==> config.mk <==
export PLATFORM = sky130hd
export DESIGN_NAME = div_unit
export DESIGN_NICKNAME = d
export VERILOG_FILES = /design/src/rtl/div_unit.sv
export SDC_FILE = /design/constraint.sdc
export NUM_CORES = 1
export LEC_CHECK = 0
export BUFFER_PORTS_ARGS = -buffer_cell sky130_fd_sc_hd__buf_2
export CORE_MARGIN = 5
export CORE_UTILIZATION = 30
export DETAILED_ROUTE_END_ITERATION = 12
export GPL_ROUTABILITY_DRIVEN = 0
export GPL_TIMING_DRIVEN = 0
export SLEW_MARGIN = 20
export SYNTH_ARGS = -nofsm -noshare
export SYNTH_HDL_FRONTEND = slang
export SYNTH_SLANG_ARGS = --single-unit
==> constraint.sdc <==
create_clock -name clk -period 6.11 [get_ports clk]
set_input_delay 1.222 -clock clk [delete_from_list [all_inputs] [get_ports clk]]
set_output_delay 1.222 -clock clk [all_outputs]
set_load 0.005 [all_outputs]
==> src/rtl/div_unit.sv <==
// Multicycle signed divider (restoring shift-subtract on magnitudes).
// One quotient bit per clock for WIDTH clocks, then a sign fix-up cycle
// that writes HI (remainder) and LO (quotient) with MIPS DIV semantics.
module div_unit #(
    parameter int WIDTH = 32
) (
    input  logic             clk,
    input  logic             reset,
    input  logic             start,
    input  logic [WIDTH-1:0] a,
    input  logic [WIDTH-1:0] b,
    output logic [WIDTH-1:0] hi,
    output logic [WIDTH-1:0] lo,
    output logic             busy,
    output logic             done,
    output logic             divby0flag
);

    localparam int CW = $clog2(WIDTH) + 1;
    localparam logic [WIDTH-1:0] ZERO_W   = {WIDTH{1'b0}};
    localparam logic [WIDTH-1:0] ONE_W    = {{(WIDTH-1){1'b0}}, 1'b1};
    localparam logic [CW-1:0]    ZERO_C   = {CW{1'b0}};
    localparam logic [CW-1:0]    ONE_C    = {{(CW-1){1'b0}}, 1'b1};
    localparam logic [CW-1:0]    LAST_CNT = CW'(WIDTH - 1);

    typedef enum logic [1:0] {
        S_IDLE = 2'd0,
        S_CALC = 2'd1,
        S_FIX  = 2'd2,
        S_DONE = 2'd3
    } state_e;

    state_e state_q, state_d;

    // dvd holds the dividend magnitude and collects quotient bits from the right
    logic [WIDTH-1:0] dvd_q, dvd_d;
    logic [WIDTH-1:0] dvs_q, dvs_d;
    logic [WIDTH-1:0] rem_q, rem_d;
    logic [WIDTH-1:0] hi_q, hi_d;
    logic [WIDTH-1:0] lo_q, lo_d;
    logic [CW-1:0]    cnt_q, cnt_d;
    logic             sgnq_q, sgnq_d;
    logic             sgnr_q, sgnr_d;
    logic             busy_q, busy_d;
    logic             done_q, done_d;
    logic             dz_q, dz_d;

    logic [WIDTH-1:0] rem_sh;
    logic [WIDTH-1:0] rem_sub;
    logic             rem_ge;

    // Two's-complement negation modulo 2^WIDTH
    function automatic logic [WIDTH-1:0] neg_w(input logic [WIDTH-1:0] x);
        return (~x) + ONE_W;
    endfunction

    // Unsigned magnitude; the most negative value maps onto itself
    function automatic logic [WIDTH-1:0] mag_w(input logic [WIDTH-1:0] x);
        return x[WIDTH-1] ? neg_w(x) : x;
    endfunction

    // Partial remainder can never overflow: it stays below |b| <= 2^(WIDTH-1)
    assign rem_sh  = {rem_q[WIDTH-2:0], dvd_q[WIDTH-1]};
    assign rem_ge  = (rem_sh >= dvs_q);
    assign rem_sub = rem_sh - dvs_q;

    // Next-state, datapath and registered-output decode
    always_comb begin
        state_d = state_q;
        dvd_d   = dvd_q;
        dvs_d   = dvs_q;
        rem_d   = rem_q;
        cnt_d   = cnt_q;
        sgnq_d  = sgnq_q;
        sgnr_d  = sgnr_q;
        hi_d    = hi_q;
        lo_d    = lo_q;
        dz_d    = 1'b0;

        case (state_q)
            S_IDLE: begin
                if (start) begin
                    if (b == ZERO_W) begin
                        dz_d = 1'b1;
                    end else begin
                        dvd_d   = mag_w(a);
                        dvs_d   = mag_w(b);
                        rem_d   = ZERO_W;
                        cnt_d   = ZERO_C;
                        sgnq_d  = a[WIDTH-1] ^ b[WIDTH-1];
                        sgnr_d  = a[WIDTH-1];
                        state_d = S_CALC;
                    end
                end else begin
                    state_d = S_IDLE;
                end
            end
            S_CALC: begin
                rem_d = rem_ge ? rem_sub : rem_sh;
                dvd_d = {dvd_q[WIDTH-2:0], rem_ge};
                cnt_d = cnt_q + ONE_C;
                if (cnt_q == LAST_CNT) begin
                    state_d = S_FIX;
                end else begin
                    state_d = S_CALC;
                end
            end
            S_FIX: begin
                lo_d    = sgnq_q ? neg_w(dvd_q) : dvd_q;
                hi_d    = sgnr_q ? neg_w(rem_q) : rem_q;
                state_d = S_DONE;
            end
            S_DONE: begin
                state_d = S_IDLE;
            end
            default: begin
                state_d = S_IDLE;
            end
        endcase

        busy_d = (state_d == S_CALC) || (state_d == S_FIX);
        done_d = (state_d == S_DONE);
    end

    // State and datapath registers with asynchronous abort
    always_ff @(posedge clk or posedge reset) begin
        if (reset) begin
            state_q <= S_IDLE;
            dvd_q   <= ZERO_W;
            dvs_q   <= ZERO_W;
            rem_q   <= ZERO_W;
            hi_q    <= ZERO_W;
            lo_q    <= ZERO_W;
            cnt_q   <= ZERO_C;
            sgnq_q  <= 1'b0;
            sgnr_q  <= 1'b0;
            busy_q  <= 1'b0;
            done_q  <= 1'b0;
            dz_q    <= 1'b0;
        end else begin
            state_q <= state_d;
            dvd_q   <= dvd_d;
            dvs_q   <= dvs_d;
            rem_q   <= rem_d;
            hi_q    <= hi_d;
            lo_q    <= lo_d;
            cnt_q   <= cnt_d;
            sgnq_q  <= sgnq_d;
            sgnr_q  <= sgnr_d;
            busy_q  <= busy_d;
            done_q  <= done_d;
            dz_q    <= dz_d;
        end
    end

    assign hi         = hi_q;
    assign lo         = lo_q;
    assign busy       = busy_q;
    assign done       = done_q;
    assign divby0flag = dz_q;

endmodule
======== Yosys cells after proc, flatten, opt, wreduce, memory -nomap -nowiden ========
Cells that the tools add are included.
operators by class
  eq/ne operators ......................... 9
  add/sub/neg operators ................... 6
  reduce and logical (&&, ||, !) cells .... 6
  bitwise logic cells ..................... 6
  muxes and demuxes ....................... 21
  $lt $le $gt $ge ......................... 1
operators with widths
  cell                     count
  $mux W32                 9
  $add A32 B1 Y32 const B  4
  $not A32 Y32             4
  $pmux W32 S2             2
  $ge A32 B32 Y1           1
  $logic_not A32 Y1        1
  $sub A32 B32 Y32         1
  $mux W6                  2
  $pmux W6 S2              1
  $eq A2 B2 Y1 const B     4
  $pmux W2 S4              1
  $add A6 B1 Y6 const B    1
  $eq A6 B5 Y1 const B     1
  $mux W2                  3
  $reduce_and A3 Y1        2
  $eq A2 B1 Y1 const B     2
  $ne A2 B2 Y1 const B     2
  $mux W1                  3
  $logic_not A2 Y1         1
  $reduce_bool A2 Y1       1
  $logic_or A1 B1 Y1       1
  $not A1 Y1               1
  $xor A1 B1 Y1            1
word-level totals
  flip-flop bits (word level) ............. 173
  output and inout port bits .............. 67

======== Logic depth before layout (Yosys ltp) ========
Gate-level depths: netlist of the first run.
  depth in word-level cells ............... 6
  mapped depth ............................ 14

======== Worst setup path after synthesis of the first run ========
OpenSTA, ideal clock, no wires.
  path type ............................... input-to-reg
  start ................................... in b[14]
  end ..................................... reg rem_q[2]
  library setup time ...................... 0.083 ns
  cell stages on the path ................. 12
  path buffers ............................ 3
  arrival time ............................ 3.839 ns
  path slack .............................. 2.188 ns
  path through ............................ or4_1 nor4_2 nand4_1 or2_2 or3_1 a21oi_1 or2_2 clkbuf_1 buf_2 buf_2 nand2_1 o21ai_0
on the way
  cells in the longest elaborated chain, start to end .. 3
RTL lines
  what                         RTL line  RTL
  from (decl)                  11        input logic [WIDTH-1:0] b,
  $logic_not A32 Y1            83        if (b == ZERO_W) begin
  $ne A2 B2 Y1 (no line)       n/a
  $reduce_and A3 Y1 (no line)  n/a
  to (signal assigned)         144       rem_q <= rem_d;
  to (decl)                    38        logic [WIDTH-1:0] rem_q, rem_d;
Every way passes these cells.
A chain may end at the register's enable or synchronous reset.

======== Worst setup path after layout of the first run ========
  start ................................... in b[2]
  end ..................................... reg dvd_q[30]
on the way
  cells in the longest elaborated chain, start to end .. 3
RTL lines
  what                         RTL line  RTL
  $logic_not A32 Y1            83
  $ne A2 B2 Y1 (no line)       n/a
  $reduce_and A3 Y1 (no line)  n/a
  to (signal assigned)         142       dvd_q <= dvd_d;
  to (decl)                    36        logic [WIDTH-1:0] dvd_q, dvd_d;
Every way passes these cells.

==> results of run 1 <==
==> metrics by stage <==
| step | instance area [sq um] | hold WS [ns] |
|---|---|---|
| finish | 12850 | 0.4750 |
| global route | 12850 | 0.4951 |
| CTS | 12840 | 0.4813 |
| detailed placement | 12180 | 0.4659 |
| global placement | 12150 | 0.4576 |
| floorplan | 10910 | 0.4498 |
==> area by class of cell <==
cell class,instances,area (sq um),share of cell area [%]
multi-input cells,965,6093,47.41
diodes,4,10.01,0.07789
inverters,52,202.7,1.577
clock buffers,19,452.9,3.524
repair buffers,133,688.2,5.355
flip-flops and latches,173,4329,33.69
well taps,461,576.8,4.488
clock inverters,13,206.4,1.606
plain buffers,72,291.5,2.269
==> cells by family (layout without fill, tap and decap cells) <==
logic type | after synthesis | after routing | share of synthesized area (%)
compound gates | 393 | 393 | 22.57
xor+xnor | 145 | 145 | 11.64
fa+ha+maj | 38 | 38 | 4.427
buf+inv | 124 | 289 | 4.461
flops | 173 | 173 | 39.68
mux | 9 | 9 | 0.8373
other cells | 0 | 4 | 0
simple gates | 380 | 380 | 16.38
==> where the power goes <==
part | total, mW | internal, mW | switching, mW
registers | 2.17 | 1.63 | 0.539
logic | 3.07 | 1.30 | 1.77
clock network | 1.20 | 0.718 | 0.486
total | 6.45 | 3.65 | 2.79
==> synth_stat cells (2+ instances only) <==
master	n	area (sq um)
nor3_1	18	90.09
or3_1	14	87.58
a221o_1	20	200.2
o22ai_1	2	12.51
a2111oi_0	2	17.52
a31oi_1	8	50.05
a21o_1	18	135.1
a22oi_1	9	67.56
o21ai_0	174	870.8
dfrtp_1	173	4329
nand3b_1	2	15.01
clkbuf_1	56	210.2
nand4_1	9	56.30
a32oi_1	5	43.79
or3b_2	2	17.52
o211ai_1	11	82.58
nand2b_1	10	62.56
a311oi_1	2	17.52
a211oi_1	2	15.01
o31ai_1	37	277.8
nand2_1	173	649.4
or4_1	15	112.6
and3_1	9	56.30
a21oi_1	62	310.3
o21a_1	4	30.03
or2_2	4	25.02
buf_4	2	15.01
inv_1	52	195.2
a221oi_1	3	26.28
o21ai_1	2	10.01
nor2_1	69	259.0
nand3_1	26	130.1
a22o_1	2	17.52
ha_1	37	462.9
xnor2_1	35	306.5
buf_2	11	55.05
or3_4	2	22.52
nor4_1	6	37.54
xor2_1	110	963.4
o41ai_1	19	166.4
buf_1	3	11.26
nor2b_1	11	68.82
mux2i_1	8	80.08
==> cells in the final DEF, fill, tap and decap left out, types with 6 or more instances in the layout <==
master and n:
o21ai_0 174, a31oi_1 8, o41ai_1 19, ha_1 37
nor2b_1 11, xor2_1 110, a22oi_1 9, or3_1 14
clkbuf_16 17, xnor2_1 35, o31ai_1 37, nand4_1 9
o211ai_1 11, a221o_1 20, nand2_1 173, clkbuf_1 56
mux2i_1 8, nand2b_1 10, nand3_1 26, a21oi_1 62
nor2_1 69, buf_2 143, dfrtp_1 173, nor4_1 6
inv_1 51, nor3_1 18, or4_1 15, a21o_1 18
and3_1 9
==> path summary, 6_finish.rpt <==
path	endpoint	slack, ns	cells past startpoint
worst max register to register	rem_q[15]$_DFFE_PP0P_	2.26	13
max in group asynchronous	dvd_q[9]$_DFFE_PP0P_	4.41	3
worst min-delay path	hi[26]$_DFFE_PP0N_	0.47	2
min in group asynchronous	hi[2]$_DFFE_PP0N_	0.86	2
worst min register to register	hi[26]$_DFFE_PP0N_	0.47	2
worst max-delay path	dvd_q[30]$_DFFE_PP0P_	1.67	11
==> sequential cells by signal, indices dropped and copies added, names as in the netlist, 2 cells and up <==
signal / count
cnt_q: 6
dvd_q: 32
dvs_q: 32
hi: 32
lo: 32
rem_q: 32
state_q: 2
==> layer usage <==
layer  global-route usage (%)  routed length, microns  share of wire, %  vias to the layer above
li1                         -                       -                 -                     4822
met5                        0                      79              0.24                        -
met1                    22.06                   15460                48                     4529
met2                    25.08                   14290                44                      232
met4                    5.064                     670               2.1                       16
met3                    4.087                    1838               5.7                       54
==> worst reg2reg max path, cell delays in order, from the launching register on <==
cell and delay (ns):
dfrtp_1 0.41, inv_1 0.21, ha_1 0.24, fa_1 0.19, nor2b_1 0.07, o31ai_1 0.29
a21oi_1 0.19, a311oi_1 0.64, a21oi_1 0.21, a221oi_1 0.52, clkbuf_1 0.40, nor2_1 0.09
a21oi_1 0.15, o21ai_0 0.10
==> metrics.yaml, run 1 <==
finalNetCount: 1519
hold_buffers: 0
actual_slew_at_the_worst_max_slew_pin_ns: 0.8058
fmaxAchievable_ghz: 0.2254
number_of_global_route_vias_before_repair: 9668
worstSetupStartpointType: "input pin"
hp-class: "flop to flop"
critPathMaxStageDelay_ns: 0.58
fin_util_pct: 35.96
slew_headroom_pct: 45.79
design.core.area_sq_um: 35740
post_drt_via_cell_ratio: 5.102
clock_latency_ns: 0.44
area.growth.synth_to_final_pct: 17.80
synthFlopType: "dfrtp_1"
num_io_pins: 134
worst_ep_required_time_ns: 6.41
crit_type: "input pin to flop"
cellPowerDensity_nw_per_um2: 501.5
place.port_buffers: 132
synth-async-reset-ratio_pct: 100.0
cp_num_buf_inv: 4
max_cap_violations: 0
fillerInstances: 3692
grt_pass1_wl_mm: 52.94
dieHeight_microns: 200.7
post-route-worst-setup-slack_ns: 1.673
pin_count_of_the_biggest_net_entering_global_routing: 92
wirelength_routed_mm: 32.33
ffs_latches_synth: 173
cp_slowest_cell: "or4_1"
setup_viols_final: 0
dp_worst_setup_slack_ns: 1.092
cts.sink_count: 173
grt.overflow.total: 0
p_leak_nw: 5.752
routed_wire_length_per_instance_microns: 17.09
largest_voltage_drop_on_the_vdd_net_uv: 218.4
remaining_drc_errors: 0
period_share_pct: 72.62
cts_repair_resize_count: 0
tns_ns: 0
worst_path_fanout_max: 10
post-layout-total-power_mw: 6.445
detailed_place_hpwl_mm: 26.01
drive_gt1_share_pct: 13.88
worst_setup_hold_path_clk_slew_ns: 0.07
chipWidth_microns: 200.7
drtAntennaViolNets: 0
effective_utilization_at_floorplan_pct: 30.52
synth_area_per_cell_sq_um: 8.644
final-hold-violation-count: 0
timing.critical_path.max_delay_family: "simple AND/OR/NAND/NOR gates"
cell_by_cell_trace_of_the_critical_path: "buf_2, or4_1, nor4_1, nand4_1, or2_2, or3_1, nand2b_1, clkbuf_1, buf_2, clkbuf_1, o21ai_0"
num_vias: 9653
antenna_violations_before_repair: 11
standard_cell_row_count: 69
startpoint: "b[2]"
groute.usage.overall_pct: 16.10
cts.root.buffer_cell: "clkbuf_16"
timing.rr.start: "dvd_q[31]$_DFFE_PP0P_"
fin_crit_ns: 4.437
synth_warnings: 0
cts_setup_buffers: 0
number_of_placed_cells_counting_well_taps: 1856
synth_seq_area_share_pct: 39.68
worstPathArrival_ns: 4.74
syn-num-nets: 1367
synth.cell_area_sq_um: 10910
netlist_instances: 1262
synth_edf_count: 0
worst_setup_path_end_kind: "flop"
final-instance-count-excl-fill: 1892
grt_setup_unrepaired: "no"
drv_slew: 0
synth.distinct_cells: 66
finalClockSkew_ns: 0.007879
run_status: "finished, final reports clean"
die_area_sq_um: 40280
cts.path.max_buffers: 2
first_pass_iters: 5
ctsHtreeMaxLevel: 4
detail_route.iter0.violations: 599
cts_made_buffers: 17
tritoncts: "done"
hp-start: "hi[26]$_DFFE_PP0N_"
No activity file was read; power rests on OpenSTA's default activity.
==> run 2: changes to the inputs <==
Clock period 6.11 ns to 3.7 ns, I/O delays scaled along.
==> metrics.yaml, run 2 (synthesis gave the netlist of run 1 again) <==
hold_buffers: 0  # unchanged
actual_slew_at_the_worst_max_slew_pin_ns: 0.8439  # was 0.8058 ns
p_leak_nw: 5.818  # was 5.752 nW
area.growth.synth_to_final_pct: 18.68  # was 17.80%
detailed_place_hpwl_mm: 26.37  # was 26.01 mm
cellPowerDensity_nw_per_um2: 816.7  # was 501.5 nW/um^2
worst_r2r_endpoint: "rem_q[26]$_DFFE_PP0P_"  # was rem_q[15]$_DFFE_PP0P_
tns_ns: 0  # unchanged
die_area_sq_um: 40280  # unchanged
num_io_pins: 134  # unchanged
layout_commonest_cell: "o21ai_0"  # unchanged
remaining_drc_errors: 0  # unchanged
grt.overflow.total: 0  # unchanged
post-route-worst-setup-slack_ns: 0.1786  # was 1.673 ns
final-hold-violation-count: 0  # unchanged
largest_voltage_drop_on_the_vdd_net_uv: 339.7  # was 218.4 uV
final-instance-count-excl-fill: 1894  # was 1,892
drv_slew: 0  # unchanged
pin_count_of_the_biggest_net_entering_global_routing: 35  # was 92
routed_wire_length_per_instance_microns: 17.10  # was 17.09 microns
number_of_global_route_vias_before_repair: 9544  # was 9,668
layout.area.seq_sq_um: 4329  # unchanged
dp_worst_setup_slack_ns: -0.8513  # was 1.092 ns
layout.cells.most_common_list: "174 x o21ai_0, 173 x nand2_1, 173 x dfrtp_1"  # unchanged
worst_setup_hold_path_clk_slew_ns: 0.07  # about the same
detail_route.iter0.violations: 685  # was 599
fmaxAchievable_ghz: 0.2840
number_of_placed_cells_counting_well_taps: 1860  # was 1,856
design.core.area_sq_um: 35740  # unchanged
power_internal_mw: 5.976  # was 3.652 mW
pwr-share-clk_pct: 17.8  # was 18.7%
worst_setup_path_end_kind: "flop"  # unchanged
share_of_total_power_in_sequential_cells_pct: 33.8  # was 33.7%
post-layout-total-power_mw: 10.57  # was 6.445 mW
first_pass_iters: 5  # unchanged
setup.reg_to_reg.worst_slack_ns: 0.18  # was 2.26 ns
max_cap_violations: 0  # unchanged
power_switching_mw: 4.599  # was 2.793 mW
place.port_buffers: 132  # unchanged
reg2regPathDepth: 12  # was 13
post_drt_via_cell_ratio: 5.090  # was 5.102
fin_crit_ns: 3.521
worstSetupStartpointType: "flop"  # was input pin
effective_utilization_at_floorplan_pct: 30.52  # unchanged
cts_made_buffers: 17  # unchanged
wirelength_routed_mm: 32.39  # was 32.33 mm
grt_setup_unrepaired: "no"  # unchanged
finalClockSkew_ns: 0.01047  # was 0.007879 ns
grt_pass1_wl_mm: 52.90  # was 52.94 mm
groute.usage.overall_pct: 16.07  # was 16.10%
hp-class: "input pin to async pin"  # was flop to flop
dieHeight_microns: 200.7  # unchanged
finalNetCount: 1524  # was 1,519
switching_share_pct: 43.49  # was 43.33%
drive_gt1_share_pct: 14.94  # was 13.88%
tritoncts: "done"  # unchanged
ctsHtreeMaxLevel: 4  # unchanged
power.combinational.fraction_pct: 48.4  # was 47.6%
cts.path.max_buffers: 2  # unchanged
antenna_violations_before_repair: 6  # was 11
worstPathArrival_ns: 3.85  # was 4.74 ns
setup_viols_final: 0  # unchanged
period_share_pct: 95.17
multi_input_comb_area_sq_um: 6133  # was 6093 sq um
fillerInstances: 3664  # was 3,692
whs_ns: 0.3550  # was 0.4750 ns
standard_cell_row_count: 69  # unchanged
num_vias: 9640  # was 9,653
worst_ep_required_time_ns: 4.02  # was 6.41 ns
slew_headroom_pct: 43.22  # was 45.79%
drtAntennaViolNets: 0  # unchanged
worst_path_fanout_max: 5  # was 10
cts.root.buffer_cell: "clkbuf_16"  # unchanged
clock_latency_ns: 0.44  # about the same
crit_type: "flop to flop"  # was input pin to flop
cts.sink_count: 173  # unchanged
timing.rr.start: "dvd_q[31]$_DFFE_PP0P_"  # unchanged
chipWidth_microns: 200.7  # unchanged
run_status: "finished, final reports clean"  # unchanged
[run 2: worst max path at each step]
stage	slack (ns)	depth (start not counted)	start	to
final	0.18	12	dvd_q[31]$_DFFE_PP0P_	rem_q[26]$_DFFE_PP0P_
after global routing	0.0005	12	dvd_q[31]$_DFFE_PP0P_	rem_q[26]$_DFFE_PP0P_
after CTS	0.01	11	b[2]	dvd_q[2]$_DFFE_PP0P_
after detailed placement	-0.85	11	b[2]	dvs_q[24]$_DFFE_PP0P_
after global placement	-0.78	11	b[2]	dvs_q[23]$_DFFE_PP0P_
after floorplan	0.26	12	b[14]	rem_q[2]$_DFFE_PP0P_
[run 2: power by group through the flow]
stage	combinational (mW)	sequential [mW]	clock (mW)
after floorplan	3.59	3.34	0
after global placement	4.97	3.56	0
after detailed placement	5.05	3.60	0
after CTS	5.08	3.57	1.93
after global routing	5.80	3.70	2.00
final	5.11	3.57	1.88
[run 2: area by class of cell]
cell class,count,share of cell area (%)
Multi-Input combinational cell,965,47.37
Sequential cell,173,33.44
Timing Repair Buffer,139,6.049
Tap cell,461,4.455
Clock buffer,19,3.498
Buffer,71,2.377
Inverter,52,1.537
Clock inverter,13,1.256
Antenna cell,1,0.01933
[run 2: what timing repair did]
item / CTS / global route
resized for setup: 3 / 21
setup buffers: 0 / 2
setup endpoints to repair: 100 / 101
pin swaps: 0 / 3
[run 2: critical path, stage by stage (launching register included)]
cell and delay, ns:
dfrtp_1 0.40, inv_1 0.16, ha_1 0.27, fa_1 0.38, nor2b_1 0.23, o31ai_1 0.12, a21oi_1 0.31, a311oi_2 0.21
o21ai_0 0.57, a21oi_1 0.20, o21ai_0 0.28, o21ai_0 0.12, nand3b_1 0.15
[run 2: through the flow]
stage                     cell area (sq um)  util [%]
after floorplan                       10910         -
after global placement                12150     34.00
after detailed placement              12260     34.30
after CTS                             12890     36.06
after global routing                  12950     36.22
final                                 12950     36.22
[run 2: layer usage]
layer / vias up / wire [microns] / track usage [%]
met5: - / 52 / 0
met4: 10 / 712 / 4.966
met3: 48 / 1466 / 3.473
met2: 210 / 14150 / 24.54
met1: 4547 / 16000 / 22.86
li1: 4825 / - / -
==> run 3: changes to the inputs <==
Settings changed: CORE_ASPECT_RATIO set to 0.75.
==> metrics.yaml, run 3 (synthesis gave the netlist of run 1 again) <==
run_status: "finished, final reports clean"  # unchanged
cellPowerDensity_nw_per_um2: 830.8  # was 816.7 nW/um^2
switching_share_pct: 44.47  # was 43.49%
standard_cell_row_count: 60  # was 69
design.core.area_sq_um: 35880  # was 35,740 sq um
dieHeight_microns: 175.1  # was 200.7 microns
crit_type: "flop to flop"  # unchanged
worstSetupStartpointType: "flop"  # unchanged
antenna_violations_before_repair: 9  # was 6
pwr-share-clk_pct: 18.0  # was 17.8%
grt_setup_unrepaired: "no"  # unchanged
post_drt_via_cell_ratio: 5.140  # was 5.090
drtAntennaViolNets: 0  # unchanged
first_pass_iters: 6  # was 5
cts.path.max_buffers: 2  # unchanged
worst_ep_required_time_ns: 3.98  # was 4.02 ns
pin_count_of_the_biggest_net_entering_global_routing: 34  # was 35
tns_ns: 0  # unchanged
multi_input_comb_area_sq_um: 6141  # was 6133 sq um
cp_slowest_cell: "a311oi_2"  # was o21ai_0
cell_by_cell_trace_of_the_critical_path: "inv_1, ha_1, fa_1, nor2b_1, o31ai_1, a21oi_1, a311oi_2, a21oi_1, a221o_1, nand2_1, clkbuf_2, o21ai_0"  # was inv_1, ha_1, fa_1, nor2b_1, o31ai_1, a21oi_1, a311oi_2, o21ai_0, a21oi_1, o21ai_0, o21ai_0, nand3b_1
worst_path_fanout_max: 10  # was 5
cts.sink_count: 173  # unchanged
num_vias: 9750  # was 9,640
cts.root.buffer_cell: "clkbuf_16"  # unchanged
cts_setup_buffers: 0  # unchanged
layout.area.seq_sq_um: 4329  # unchanged
tritoncts: "done"  # unchanged
slew_headroom_pct: 51.36  # was 43.22%
routed_wire_length_per_instance_microns: 17.72  # was 17.10 microns
largest_voltage_drop_on_the_vdd_net_uv: 438.3  # was 339.7 uV
effective_utilization_at_floorplan_pct: 30.40  # was 30.52%
wirelength_routed_mm: 33.61  # was 32.39 mm
max_cap_violations: 0  # unchanged
setup_viols_final: 0  # unchanged
share_of_total_power_in_sequential_cells_pct: 33.2  # was 33.8%
ctsHtreeMaxLevel: 4  # unchanged
die_area_sq_um: 40320  # was 40,280 sq um
actual_slew_at_the_worst_max_slew_pin_ns: 0.7296  # was 0.8439 ns
finalNetCount: 1522  # was 1,524
hold_buffers: 0  # unchanged
worst_setup_hold_path_clk_slew_ns: 0.07  # about the same
layout.cells.most_common_list: "173 x nand2_1, 173 x o21ai_0, 173 x dfrtp_1"  # was 174 x o21ai_0, 173 x nand2_1, 173 x dfrtp_1
hp-class: "input pin to async pin"  # unchanged
area.growth.synth_to_final_pct: 18.91  # was 18.68%
finalInstanceArea_sq_um: 12970  # was 12,950 sq um
cp_num_buf_inv: 2  # was 1
num_io_pins: 134  # unchanged
p_leak_nw: 5.816  # was 5.818 nW
worstPathArrival_ns: 3.71  # was 3.85 ns
cp_common_cell: "a21oi_1"  # was o21ai_0
fillerInstances: 3676  # was 3,664
fmaxAchievable_ghz: 0.2911  # was 0.2840 GHz
chipWidth_microns: 230.2  # was 200.7 microns
drv_slew: 0  # unchanged
dpl-instance-area_sq_um: 12290  # was 12,260 sq um
highest-signal-layer: "met5"  # unchanged
cts_made_buffers: 17  # unchanged
clock_latency_ns: 0.43  # was 0.44 ns
grt.overflow.total: 0  # unchanged
remaining_drc_errors: 0  # unchanged
power_internal_mw: 5.984  # was 5.976 mW
number_of_global_route_vias_before_repair: 9386  # was 9,544
met3WireLength_mm: 2.298  # was 1.466 mm
power_switching_mw: 4.793  # was 4.599 mW
timing.critical_path.max_delay_family: "compound AO/OA/AOI/OAI gates"  # unchanged
detail_route.wirelength.met1_mm: 17.41  # was 16.00 mm
drive_gt1_share_pct: 14.97  # was 14.94%
fin_crit_ns: 3.435  # was 3.521 ns
detailed_place_hpwl_mm: 27.23  # was 26.37 mm
finalClockSkew_ns: 0.01583  # was 0.01047 ns
detail_route.iter0.violations: 988  # was 685
critPathMaxStageDelay_ns: 0.47  # was 0.57 ns
groute.usage.overall_pct: 16.46  # was 16.07%
period_share_pct: 92.84  # was 95.17%
power.combinational.fraction_pct: 48.8  # was 48.4%
place.port_buffers: 132  # unchanged
final-hold-violation-count: 0  # unchanged
detailroute.wirelength.met2_mm: 13.33  # was 14.15 mm
worst_setup_path_end_kind: "flop"  # unchanged
grt_pass1_wl_mm: 53.14  # was 52.90 mm
run 3: routing by layer:
layer | global-route usage (%) | vias up
li1 | - | 4824
met1 | 25.40 | 4610
met2 | 22.86 | 260
met3 | 3.899 | 42
met4 | 4.207 | 14
met5 | 0 | -
run 3: worst reg2reg max path: stages, from the launching register on:
cell and delay (ns):
dfrtp_1 0.42, inv_1 0.18, ha_1 0.22, fa_1 0.19
nor2b_1 0.08, o31ai_1 0.28, a21oi_1 0.20, a311oi_2 0.47
a21oi_1 0.19, a221o_1 0.44, nand2_1 0.15, clkbuf_2 0.28
o21ai_0 0.18
run 3: final cells by class:
type                    count  share of cell area (%)
flip-flops and latches    173                   33.37
repair buffers            138                   6.134
diodes                      2                 0.03858
well taps                 465                   4.485
clock buffers              19                   3.414
multi-input cells         965                   47.34
clock inverters            13                   1.370
inverters                  52                   1.534
plain buffers              70                   2.315
run 3: metrics by stage:
stage | util [%] | cells | hold WS (ns) | power [mW] | setup WS (ns)
CTS | 36.02 | 1897 | 0.2809 | 10.71 | 0.02585
floorplan | - | 1262 | 0.4498 | 6.928 | 0.2599
detailed placement | 34.25 | 1865 | 0.4674 | 8.748 | -0.7758
global route | 36.15 | 1897 | 0.3087 | 11.63 | 0.04377
global placement | 33.87 | 1859 | 0.4575 | 8.631 | -0.7276
finish | 36.15 | 1897 | 0.2926 | 10.78 | 0.2648
run 3: path summary, 6_finish.rpt:
path	startpoint	endpoint	slack, ns	cells after the start
min in group clk	lo[4]$_DFFE_PP0N_	lo[4]$_DFFE_PP0N_	0.48	2
hold reg to reg	lo[4]$_DFFE_PP0N_	lo[4]$_DFFE_PP0N_	0.48	2
setup reg to reg	dvd_q[31]$_DFFE_PP0P_	rem_q[18]$_DFFE_PP0P_	0.26	12
max in group asynchronous	reset	dvs_q[11]$_DFFE_PP0P_	2.68	4
hold / removal	reset	lo[17]$_DFFE_PP0N_	0.29	2
setup / recovery	dvd_q[31]$_DFFE_PP0P_	rem_q[18]$_DFFE_PP0P_	0.26	12
run 3: repair_timing:
item | CTS | global route
pin swaps | 0 | 0
gates resized for setup | 3 | 21
endpoints found under the setup margin | 61 | 90
run 3: power by group through the flow:
stage                     Combinational (mW)  Clock [mW]  Sequential [mW]
after floorplan                         3.59           0             3.34
after global placement                  5.08           0             3.55
after detailed placement                5.16           0             3.59
after CTS                               5.20        1.96             3.55
after global routing                    5.91        2.03             3.70
final                                   5.26        1.93             3.58
